==> config.mk <==
export PLATFORM = sky130hd
export DESIGN_NAME = hazard_ctrl_flat
export DESIGN_NICKNAME = d
export VERILOG_FILES = /design/src/rtl/hazard_ctrl_if.sv /design/src/rtl/hazard_ctrl.sv /design/src/flat_wrapper.sv
export SDC_FILE = /design/constraint.sdc
export NUM_CORES = 1
export LEC_CHECK = 0
export ABC_CLOCK_PERIOD_IN_PS = 2700
export BUFFER_PORTS_ARGS = -buffer_cell sky130_fd_sc_hd__clkbuf_2
export CAP_MARGIN = 20
export CORE_UTILIZATION = 30
export CTS_CLUSTER_DIAMETER = 80
export DETAILED_ROUTE_END_ITERATION = 10
export PLACE_DENSITY_LB_ADDON = 0.25
export SLEW_MARGIN = 30
export SYNTH_ARGS = -nofsm -noshare
export SYNTH_HDL_FRONTEND = slang
export SYNTH_SLANG_ARGS = --single-unit
==> constraint.sdc <==
create_clock -name clk -period 2.7 [get_ports clk]
set_clock_uncertainty 0.1 [all_clocks]
set_input_delay 0 -clock clk [delete_from_list [all_inputs] [get_ports clk]]
set_output_delay 0 -clock clk [all_outputs]
set_load 0.1 [all_outputs]
==> src/rtl/hazard_ctrl_if.sv <==
// ---------------------------------------------------------------------------
// hazard_ctrl_if
//   Bundles the pipeline-facing signals of the hazard/sequencing controller.
//   The "slave" modport is the controller side: it observes ID/EX hazard
//   sources and the instruction-memory wait, and it drives fetch-stage control.
//   The "master" modport is the pipeline side.
//
//   Pipeline -> controller
//     rs1_ID, rs2_ID    [4:0]   source registers of the instruction in ID
//     rd_EX             [4:0]   destination register of the instruction in EX
//     MemRead_EX                EX instruction is a load
//     branch_taken_EX           branch/jump in EX resolved taken
//     branch_target_EX  [XLEN]  resolved target (signed PC)
//     imem_busy                 current fetch not complete; IF must hold
//   Controller -> pipeline
//     PCSrc_IF                  1 = PC mux selects PCTarget_IF
//     PCTarget_IF       [XLEN]  redirect target
//     PCWrite                   PC register enable
//     Write_IFID                IF/ID load enable
//     flush_IF                  zero IF/ID at next edge
//     flush_ID                  bubble into ID/EX at next edge
//     imem_timeout              sticky instruction-memory watchdog flag
// ---------------------------------------------------------------------------
interface hazard_ctrl_if #(
  parameter int XLEN = 32
);
  logic        [4:0]      rs1_ID;
  logic        [4:0]      rs2_ID;
  logic        [4:0]      rd_EX;
  logic                   MemRead_EX;
  logic                   branch_taken_EX;
  logic signed [XLEN-1:0] branch_target_EX;
  logic                   imem_busy;

  logic                   PCSrc_IF;
  logic signed [XLEN-1:0] PCTarget_IF;
  logic                   PCWrite;
  logic                   Write_IFID;
  logic                   flush_IF;
  logic                   flush_ID;
  logic                   imem_timeout;

  modport master (
    output rs1_ID, rs2_ID, rd_EX, MemRead_EX, branch_taken_EX,
           branch_target_EX, imem_busy,
    input  PCSrc_IF, PCTarget_IF, PCWrite, Write_IFID, flush_IF, flush_ID,
           imem_timeout
  );

  modport slave (
    input  rs1_ID, rs2_ID, rd_EX, MemRead_EX, branch_taken_EX,
           branch_target_EX, imem_busy,
    output PCSrc_IF, PCTarget_IF, PCWrite, Write_IFID, flush_IF, flush_ID,
           imem_timeout
  );
endinterface

==> src/rtl/hazard_ctrl.sv <==
// ---------------------------------------------------------------------------
// hazard_ctrl
//   Hazard/sequencing controller for the fetch stage and the IF/ID register.
//   - Detects load-use hazards and inserts one bubble into ID/EX while
//     holding PC and IF/ID.
//   - Applies taken-branch redirects resolved in EX. If the instruction
//     memory is busy when the branch resolves, the target is parked in
//     redir_q and applied on the first non-busy cycle (REDIR_PEND state).
//   - Holds IF while the instruction memory is busy and runs a watchdog that
//     raises a sticky imem_timeout flag after IMEM_TIMEOUT consecutive busy
//     cycles.
//   All fetch controls are combinational from registered state plus the
//   current inputs, so they act in the same cycle the condition is seen.
//
// Parameters
//   XLEN          PC / target width
//   IMEM_TIMEOUT  consecutive imem_busy cycles before imem_timeout sets
//                 (1 .. 2^TO_W-1)
//   TO_W          watchdog counter width
//   CNT_W         performance counter width (HAZ_PERF_CNT_EN only)
//
// Ports
//   clk        rising-edge clock
//   rst        synchronous, active-high reset; wins over everything and
//              discards any pending redirect
//   bus        hazard_ctrl_if.slave (ID/EX hazard sources in, fetch
//              controls out; see hazard_ctrl_if.sv)
//   stall_cnt  [CNT_W] load-use stall cycles   (HAZ_PERF_CNT_EN only)
//   flush_cnt  [CNT_W] redirect-apply cycles   (HAZ_PERF_CNT_EN only)
//
// Build option
//   HAZ_PERF_CNT_EN  when defined, adds the wrapping stall_cnt/flush_cnt
//                    performance counters; when undefined those ports and
//                    registers do not exist and behaviour is otherwise the same.
// ---------------------------------------------------------------------------
module hazard_ctrl #(
  parameter int XLEN         = 32,
  parameter int IMEM_TIMEOUT = 255,
  parameter int TO_W         = 8,
  parameter int CNT_W        = 32
) (
  input  logic             clk,
  input  logic             rst,
  hazard_ctrl_if.slave     bus
`ifdef HAZ_PERF_CNT_EN
  ,
  output logic [CNT_W-1:0] stall_cnt,
  output logic [CNT_W-1:0] flush_cnt
`endif
);

  typedef enum logic {
    RUN        = 1'b0,
    REDIR_PEND = 1'b1
  } state_t;

  localparam logic [TO_W-1:0] TO_LIMIT = TO_W'(IMEM_TIMEOUT);

  // Load-use: the load in EX writes a register the ID instruction reads.
  // x0 never carries a dependency.
  function automatic logic detect_load_use(input logic       mem_read,
                                           input logic [4:0] rd,
                                           input logic [4:0] rs1,
                                           input logic [4:0] rs2);
    return mem_read && (rd != 5'd0) && ((rd == rs1) || (rd == rs2));
  endfunction

  // Saturating increment for the watchdog counter.
  function automatic logic [TO_W-1:0] sat_inc(input logic [TO_W-1:0] v);
    return (v == {TO_W{1'b1}}) ? v : v + 1'b1;
  endfunction

  state_t                 state_q, state_nxt;
  logic signed [XLEN-1:0] redir_q, redir_nxt;
  logic        [TO_W-1:0] to_cnt_q, to_cnt_nxt;
  logic                   imem_timeout_q;

  logic load_use;
  logic stall_evt;    // rule-3 load-use stall cycle
  logic redir_apply;  // cycle in which a redirect is steered into the PC

  assign load_use   = detect_load_use(bus.MemRead_EX, bus.rd_EX,
                                      bus.rs1_ID, bus.rs2_ID);
  assign to_cnt_nxt = bus.imem_busy ? sat_inc(to_cnt_q) : '0;

  assign bus.imem_timeout = imem_timeout_q;

  // ---- Next-state and same-cycle fetch control ----
  always_comb begin
    state_nxt       = state_q;
    redir_nxt       = redir_q;
    bus.PCSrc_IF    = 1'b0;
    bus.PCTarget_IF = redir_q;
    bus.PCWrite     = 1'b1;
    bus.Write_IFID  = 1'b1;
    bus.flush_IF    = 1'b0;
    bus.flush_ID    = 1'b0;
    stall_evt       = 1'b0;
    redir_apply     = 1'b0;

    if (rst) begin
      bus.PCTarget_IF = '0;
      bus.PCWrite     = 1'b0;
      bus.Write_IFID  = 1'b0;
      bus.flush_IF    = 1'b1;
      bus.flush_ID    = 1'b1;
      state_nxt       = RUN;
      redir_nxt       = '0;
    end else begin
      unique case (state_q)
        RUN: begin
          if (bus.branch_taken_EX && !bus.imem_busy) begin
            // Redirect immediately; the wrong-path IF and ID instructions
            // are squashed. IF/ID loads but is flushed at the same edge.
            bus.PCSrc_IF    = 1'b1;
            bus.PCTarget_IF = bus.branch_target_EX;
            bus.flush_IF    = 1'b1;
            bus.flush_ID    = 1'b1;
            redir_apply     = 1'b1;
          end else if (bus.branch_taken_EX) begin
            // Fetch cannot accept a new PC yet: park the target and
            // squash the wrong path while waiting.
            redir_nxt      = bus.branch_target_EX;
            bus.PCWrite    = 1'b0;
            bus.Write_IFID = 1'b0;
            bus.flush_IF   = 1'b1;
            bus.flush_ID   = 1'b1;
            state_nxt      = REDIR_PEND;
          end else if (load_use) begin
            // The bubble moves the load on, so the hazard clears next
            // cycle: one bubble per occurrence.
            bus.PCWrite    = 1'b0;
            bus.Write_IFID = 1'b0;
            bus.flush_ID   = 1'b1;
            stall_evt      = 1'b1;
          end else if (bus.imem_busy) begin
            bus.PCWrite    = 1'b0;
            bus.Write_IFID = 1'b0;
            bus.flush_IF   = 1'b1;
          end
        end

        REDIR_PEND: begin
          // EX only holds bubbles here, so branch and load-use inputs
          // are not looked at.
          if (bus.imem_busy) begin
            bus.PCWrite    = 1'b0;
            bus.Write_IFID = 1'b0;
            bus.flush_IF   = 1'b1;
            bus.flush_ID   = 1'b1;
          end else begin
            bus.PCSrc_IF    = 1'b1;
            bus.PCTarget_IF = redir_q;
            bus.flush_IF    = 1'b1;
            bus.flush_ID    = 1'b1;
            redir_apply     = 1'b1;
            state_nxt       = RUN;
          end
        end

        default: state_nxt = RUN;
      endcase
    end
  end

  // ---- State, parked redirect and watchdog registers ----
  always_ff @(posedge clk) begin
    if (rst) begin
      state_q        <= RUN;
      redir_q        <= '0;
      to_cnt_q       <= '0;
      imem_timeout_q <= 1'b0;
    end else begin
      state_q  <= state_nxt;
      redir_q  <= redir_nxt;
      to_cnt_q <= to_cnt_nxt;
      // Flag sets on the edge at which the busy run reaches the limit.
      if (bus.imem_busy && (to_cnt_nxt >= TO_LIMIT))
        imem_timeout_q <= 1'b1;
    end
  end

`ifdef HAZ_PERF_CNT_EN
  // ---- Performance counters (free-running, wrap) ----
  always_ff @(posedge clk) begin
    if (rst) begin
      stall_cnt <= '0;
      flush_cnt <= '0;
    end else begin
      if (stall_evt)
        stall_cnt <= stall_cnt + 1'b1;
      if (redir_apply)
        flush_cnt <= flush_cnt + 1'b1;
    end
  end
`else
  // Event strobes exist for the optional counters only.
  logic unused_evt;
  assign unused_evt = stall_evt ^ redir_apply;
`endif

endmodule

==> src/flat_wrapper.sv <==
// flat-port wrapper written by rule: the top's interface ports become plain ports
module hazard_ctrl_flat 
#(
  parameter int XLEN         = 32,
  parameter int IMEM_TIMEOUT = 255,
  parameter int TO_W         = 8,
  parameter int CNT_W        = 32
)
  (clk, rst, bus_rs1_ID, bus_rs2_ID, bus_rd_EX, bus_MemRead_EX, bus_branch_taken_EX, bus_branch_target_EX, bus_imem_busy, bus_PCSrc_IF, bus_PCTarget_IF, bus_PCWrite, bus_Write_IFID, bus_flush_IF, bus_flush_ID, bus_imem_timeout);
  hazard_ctrl_if #(.XLEN(XLEN)) bus_i ();
  input  logic clk;
  input  logic rst;
  input wire logic [$bits(bus_i.rs1_ID)-1:0] bus_rs1_ID;
  input wire logic [$bits(bus_i.rs2_ID)-1:0] bus_rs2_ID;
  input wire logic [$bits(bus_i.rd_EX)-1:0] bus_rd_EX;
  input wire logic [$bits(bus_i.MemRead_EX)-1:0] bus_MemRead_EX;
  input wire logic [$bits(bus_i.branch_taken_EX)-1:0] bus_branch_taken_EX;
  input wire logic [$bits(bus_i.branch_target_EX)-1:0] bus_branch_target_EX;
  input wire logic [$bits(bus_i.imem_busy)-1:0] bus_imem_busy;
  output wire logic [$bits(bus_i.PCSrc_IF)-1:0] bus_PCSrc_IF;
  output wire logic [$bits(bus_i.PCTarget_IF)-1:0] bus_PCTarget_IF;
  output wire logic [$bits(bus_i.PCWrite)-1:0] bus_PCWrite;
  output wire logic [$bits(bus_i.Write_IFID)-1:0] bus_Write_IFID;
  output wire logic [$bits(bus_i.flush_IF)-1:0] bus_flush_IF;
  output wire logic [$bits(bus_i.flush_ID)-1:0] bus_flush_ID;
  output wire logic [$bits(bus_i.imem_timeout)-1:0] bus_imem_timeout;
  assign bus_i.rs1_ID = bus_rs1_ID;
  assign bus_i.rs2_ID = bus_rs2_ID;
  assign bus_i.rd_EX = bus_rd_EX;
  assign bus_i.MemRead_EX = bus_MemRead_EX;
  assign bus_i.branch_taken_EX = bus_branch_taken_EX;
  assign bus_i.branch_target_EX = bus_branch_target_EX;
  assign bus_i.imem_busy = bus_imem_busy;
  assign bus_PCSrc_IF = bus_i.PCSrc_IF;
  assign bus_PCTarget_IF = bus_i.PCTarget_IF;
  assign bus_PCWrite = bus_i.PCWrite;
  assign bus_Write_IFID = bus_i.Write_IFID;
  assign bus_flush_IF = bus_i.flush_IF;
  assign bus_flush_ID = bus_i.flush_ID;
  assign bus_imem_timeout = bus_i.imem_timeout;
  hazard_ctrl #(.XLEN(XLEN), .IMEM_TIMEOUT(IMEM_TIMEOUT), .TO_W(TO_W), .CNT_W(CNT_W)) u_core (.clk(clk), .rst(rst), .bus(bus_i));
endmodule
==> Word-level counts from Yosys, hierarchy flattened <==
Index checks and enable logic that the tools add are counted.
{ "classes": {"n_eq_ne": 3, "muxes": 28, "addsub": 1, "reduce_logical": 8, "bitwise": 2, "n_lt_le_gt_ge": 1} }
{ "ops": {"columns": ["op", "count"], "rows": [
  ["$mux W32", 2],
  ["$pmux W32 S2", 1],
  ["$mux W1", 18],
  ["$mux W8", 2],
  ["$eq A5 B5 Y1", 2],
  ["$pmux W1 S2", 5],
  ["$add A8 B1 Y8 const B", 1],
  ["$eq A8 B8 Y1 const B", 1],
  ["$ge A8 B8 Y1 const B", 1],
  ["$reduce_bool A5 Y1", 1],
  ["$logic_and A1 B1 Y1", 4],
  ["$reduce_and A3 Y1", 1],
  ["$not A1 Y1", 2],
  ["$logic_not A1 Y1", 1],
  ["$logic_or A1 B1 Y1", 1]
]} }
{ "totals": {"register_bits": 42, "out_inout_bits": 38, "word_cells": 47} }

==> Longest topological paths before layout <==
{ "logic_depth": {"word_depth": 8, "mapped_depth": 7, "depth_no_buf": 6} }

==> Least setup slack after synthesis <==
OpenSTA, ideal clock, no wires.
{ "synth_timing": {"path_type": "input-to-output", "from": "input bus_rd_EX[0]", "to": "output bus_Write_IFID", "path_stages": 5, "arrival_time_ns": 3.523, "slack_ns": -0.923, "n_path_buf": 1, "required_time_ns": 2.600, "path_cell_list": "or4_1 > o21ai_1 > a21oi_1 > a211oi_1 > buf_4"} }
{ "synth_via": {"elab_chain_len": 8, "elab_cells_between_ends": 11, "classes_between": "2 x eq/ne; 5 x mux; 4 x reduce/logical"} }
{ "synth_rtl": {"columns": ["element", "line_no", "source"], "rows": [
  ["start, declared", "flat_wrapper.sv:15", "input wire logic [$bits(bus_i.rd_EX)-1:0] bus_rd_EX;"],
  ["$eq A5 B5 Y1 or $reduce_bool A5 Y1 (tied branches)", "hazard_ctrl.sv:65", "return mem_read && (rd != 5'd0) && ((rd == rs1) || (rd == rs2));"],
  ["$logic_or A1 B1 Y1 or $logic_and A1 B1 Y1 (tied branches)", "hazard_ctrl.sv:65", null],
  ["$logic_and A1 B1 Y1 (*)", "hazard_ctrl.sv:65", null],
  ["$mux W1 (*) (3 in series)", null, null],
  ["$pmux W1 S2 (*)", null, null],
  ["$mux W1 (*)", null, null],
  ["end, declared", "flat_wrapper.sv:23", "output wire logic [$bits(bus_i.Write_IFID)-1:0] bus_Write_IFID;"]
]} }
Mark *: on every way between the ends. The rest lies on a longest branch, timed or not.

==> Worst setup path in the final report <==
{ "layout_timing": {"from": "register u_core.state_q", "to": "output bus_PCTarget_IF[9]"} }
{ "layout_via": {"elab_chain_len": 3} }
{ "layout_rtl": {"columns": ["element", "line_no", "source"], "rows": [
  ["start, declared", "hazard_ctrl.sv:73", "state_t state_q, state_nxt;"],
  ["start signal, assigned", "hazard_ctrl.sv:174", "state_q <= state_nxt;"],
  ["$not A1 Y1 (no line)", null, null],
  ["$pmux W32 S2 (*)", "hazard_ctrl.sv:110", "unique case (state_q)"],
  ["$mux W32 (*)", "hazard_ctrl.sv:101", "if (rst) begin"],
  ["end, declared", "flat_wrapper.sv:21", "output wire logic [$bits(bus_i.PCTarget_IF)-1:0] bus_PCTarget_IF;"]
]} }
Marks and branches as above.

==> flow_summary.ini <==
[logic_synthesis]
synthArstFlopShare = 0
yosysWarnings = 0
ys_seq_area_frac = 0.373
synth_area_um2 = 2260
synth_area_per_cell_um2 = 6.80
synth_ff_type = dfxtp_1
synth_nets = 385
synth-edff-count = 0
yosysUniqueCellTypes = 39
postSynthCellCount = 332
yosysMostFrequentCell = nand2_1
synthTopCellsByArea = dfxtp_1 37%, nand2_1 22%, a21oi_1 15%, xor2_1 2.7%, clkbuf_1 2.3%
synth_top_cell_area_share = 0.373
ys_ff_latch = 42
yosys-top-cells-count = 133 x nand2_1, 68 x a21oi_1, 42 x dfxtp_1
yosysTopAreaCell = dfxtp_1

[placed_design]
place.gp.congestion = 0.784
place_hpwl_um = 4110
portBuffers = 89

[clock_network]
path_clk_slew_ns = 0.08
hold_buffers = 34
cts_root_buffer = clkbuf_8
cts_buffers = 5
cts.repair.resized = 0
cts.sinks = 42
post_cts_buffers = 0
clock_latency_ns = 0.29
cts_buffer_depth = 2
cts_tree = built
htree_levels = 2

[global_route]
grt_overflow = 0
grt_max_degree = 33
grtUsageTotal = 0.158
antenna_found_initial = 0
grt_pass1_wl_um = 9730
grt_pass1_vias = 2193

[detailed_routing]
drt-total-wl_um = 6100
drc = 0
ant_nets = 0
drt_iter0_drc = 103
wl_per_cell_um = 11.2
firstDrtPassIters = 4
via_per_inst = 4.66
vias = 2529

[sta]
tightestPinTransition_ns = 0.571
hold_viol_final = 0
fin_crit_ns = 2.24
fin_crit_sh = 0.829
drv_slew = 0
setup_tns_ns = 0
rsz0062_at_grt = false
max_freq_mhz = 447
slew_headroom = 0.621
setup_viol = 0

[setup_path]
r2r-end = u_core.bus.imem_timeout
crit_chain = nand3b_1 -> buf_12 -> nand2_1 -> a21oi_1 -> clkbuf_2
r2r_cells = 5
worstPathRequired_ns = 2.60
r2r_slack_ns = 0.80
critPathMaxFanout = 24
worst_path_largest_cell_delay_ns = 0.48
worstSetupEndpointType = output port
cp_slowest_cell = clkbuf_2
critPathArrivalTime_ns = 2.14
rr_startpoint = u_core.to_cnt_q[0]
startpoint_type = flop
crit_type = reg2out

[cells_and_area]
area_growth_pct = 42.5
insertedDiodeCount = 0
fillers = 767
layout.nets = 496
drive_gt1_frac = 0.248
utilization = 0.443

[hold_path]
hold_end = u_core.redir_q[19]
hold_class = in2reg
hp-start = rst
min_path_cells = 2

[pwr]
ir_drop_mv = 0.270
p_leak_nw = 1.34
report.power.total_mw = 1.59
powerDensity_nw_per_um2 = 494

[die]
dieArea_um2 = 7870
start_util = 0.311
coreArea_um2 = 7250
die_w_um = 88.7
io_pins = 90
rows = 31
die_h_um = 88.7

[run]
cap_violations = 0

[outcome]
status = completed
-- state kept, by name (all words and copies together) (netlist names) --
register,flops
u_core.bus.imem_timeout,1
u_core.redir_q,32
u_core.state_q,1
u_core.to_cnt_q,8
-- area by class of cell --
type                       instances  area, um2  share of cell area
multi-input combinational        262       1290               0.400
timing repair buffer             129        843               0.262
sequential                        42        841               0.261
tap                               99        124              0.0385
clock buffer                       5       68.8              0.0214
clock inverter                     3       40.0              0.0125
inverter                           3       11.3             0.00350
-- worst max-delay path: cells and delay by family, from the launching register on --
family	cells	cell delay, ns
compound gates	1	0.17
buf+inv	2	0.70
flops	1	0.47
simple gates	2	0.49
-- how the worst max path moves through the flow --
stage	startpoint	to	slack [ns]	cells after the start
after global placement	u_core.to_cnt_q[0]	u_core.bus.imem_timeout	0.83	6
after CTS	u_core.state_q	bus_PCTarget_IF[16]	0.44	5
after global routing	bus_imem_busy	bus_PCTarget_IF[18]	0.31	8
final	u_core.state_q	bus_PCTarget_IF[9]	0.46	5
after floorplan	u_core.state_q	bus_PCSrc_IF	0.10	2
after detailed placement	u_core.state_q	bus_PCTarget_IF[16]	0.78	5
-- where the power goes --
part | internal [mW] | switching (mW)
clock network | 0.272 | 0.214
registers | 0.643 | 0.0134
logic | 0.126 | 0.318
total | 1.04 | 0.546
-- cells by family (layout without fill, tap and decap cells) --
| group | count (synthesis) | after routing | share of synthesized area |
|---|---|---|---|
| AOI/OAI and AO/OA | 80 | 80 | 0.190 |
| adders and majority gates | 1 | 1 | 0.00554 |
| xor gates and xnor gates | 12 | 12 | 0.0466 |
| muxes | 2 | 2 | 0.00887 |
| and+or+nand+nor | 167 | 167 | 0.312 |
| DFF | 42 | 42 | 0.373 |
| buffers and inverters | 28 | 140 | 0.0643 |
-- per-stage QoR --
stage	hold slack (ns)	std cells	instance area (um2)	setup WS (ns)
6_report	0.0773	543	3220	0.462
3_5_place_dp	0.143	501	2770	0.780
2_1_floorplan	0.0337	332	2260	0.102
3_3_place_gp	0.139	501	2770	0.834
5_1_grt	0.109	543	3220	0.307
4_1_cts	0.0679	543	3220	0.436
-- per-layer routing --
layer,wire length [um],track usage,share of wire,vias up
met1,2890,0.197,0.47,1137
li1,-,-,-,1319
met3,298,0.0289,0.049,2
met4,49,0.0528,0.0080,0
met2,2860,0.273,0.47,71
met5,0,0,0,-
-- cell usage in the layout, fill, tap and decap left out, types with 2 or more instances in the layout --
master	synthesis	routed
nand2_1	133	133
clkbuf_2	0	89
a21oi_1	68	68
dfxtp_1	42	42
dlygate4sd3_1	0	34
nor2_1	9	9
xor2_1	7	7
nor3_1	5	5
xnor2_1	5	5
clkbuf_8	1	5
buf_4	2	5
nand3_1	4	4
nand3b_1	2	2
o21ai_1	2	2
nand2b_1	2	2
and3_2	2	2
mux2i_1	2	2
nand4b_1	2	2
inv_1	2	2
clkinv_2	0	2
(Power assumes the default switching activity.)
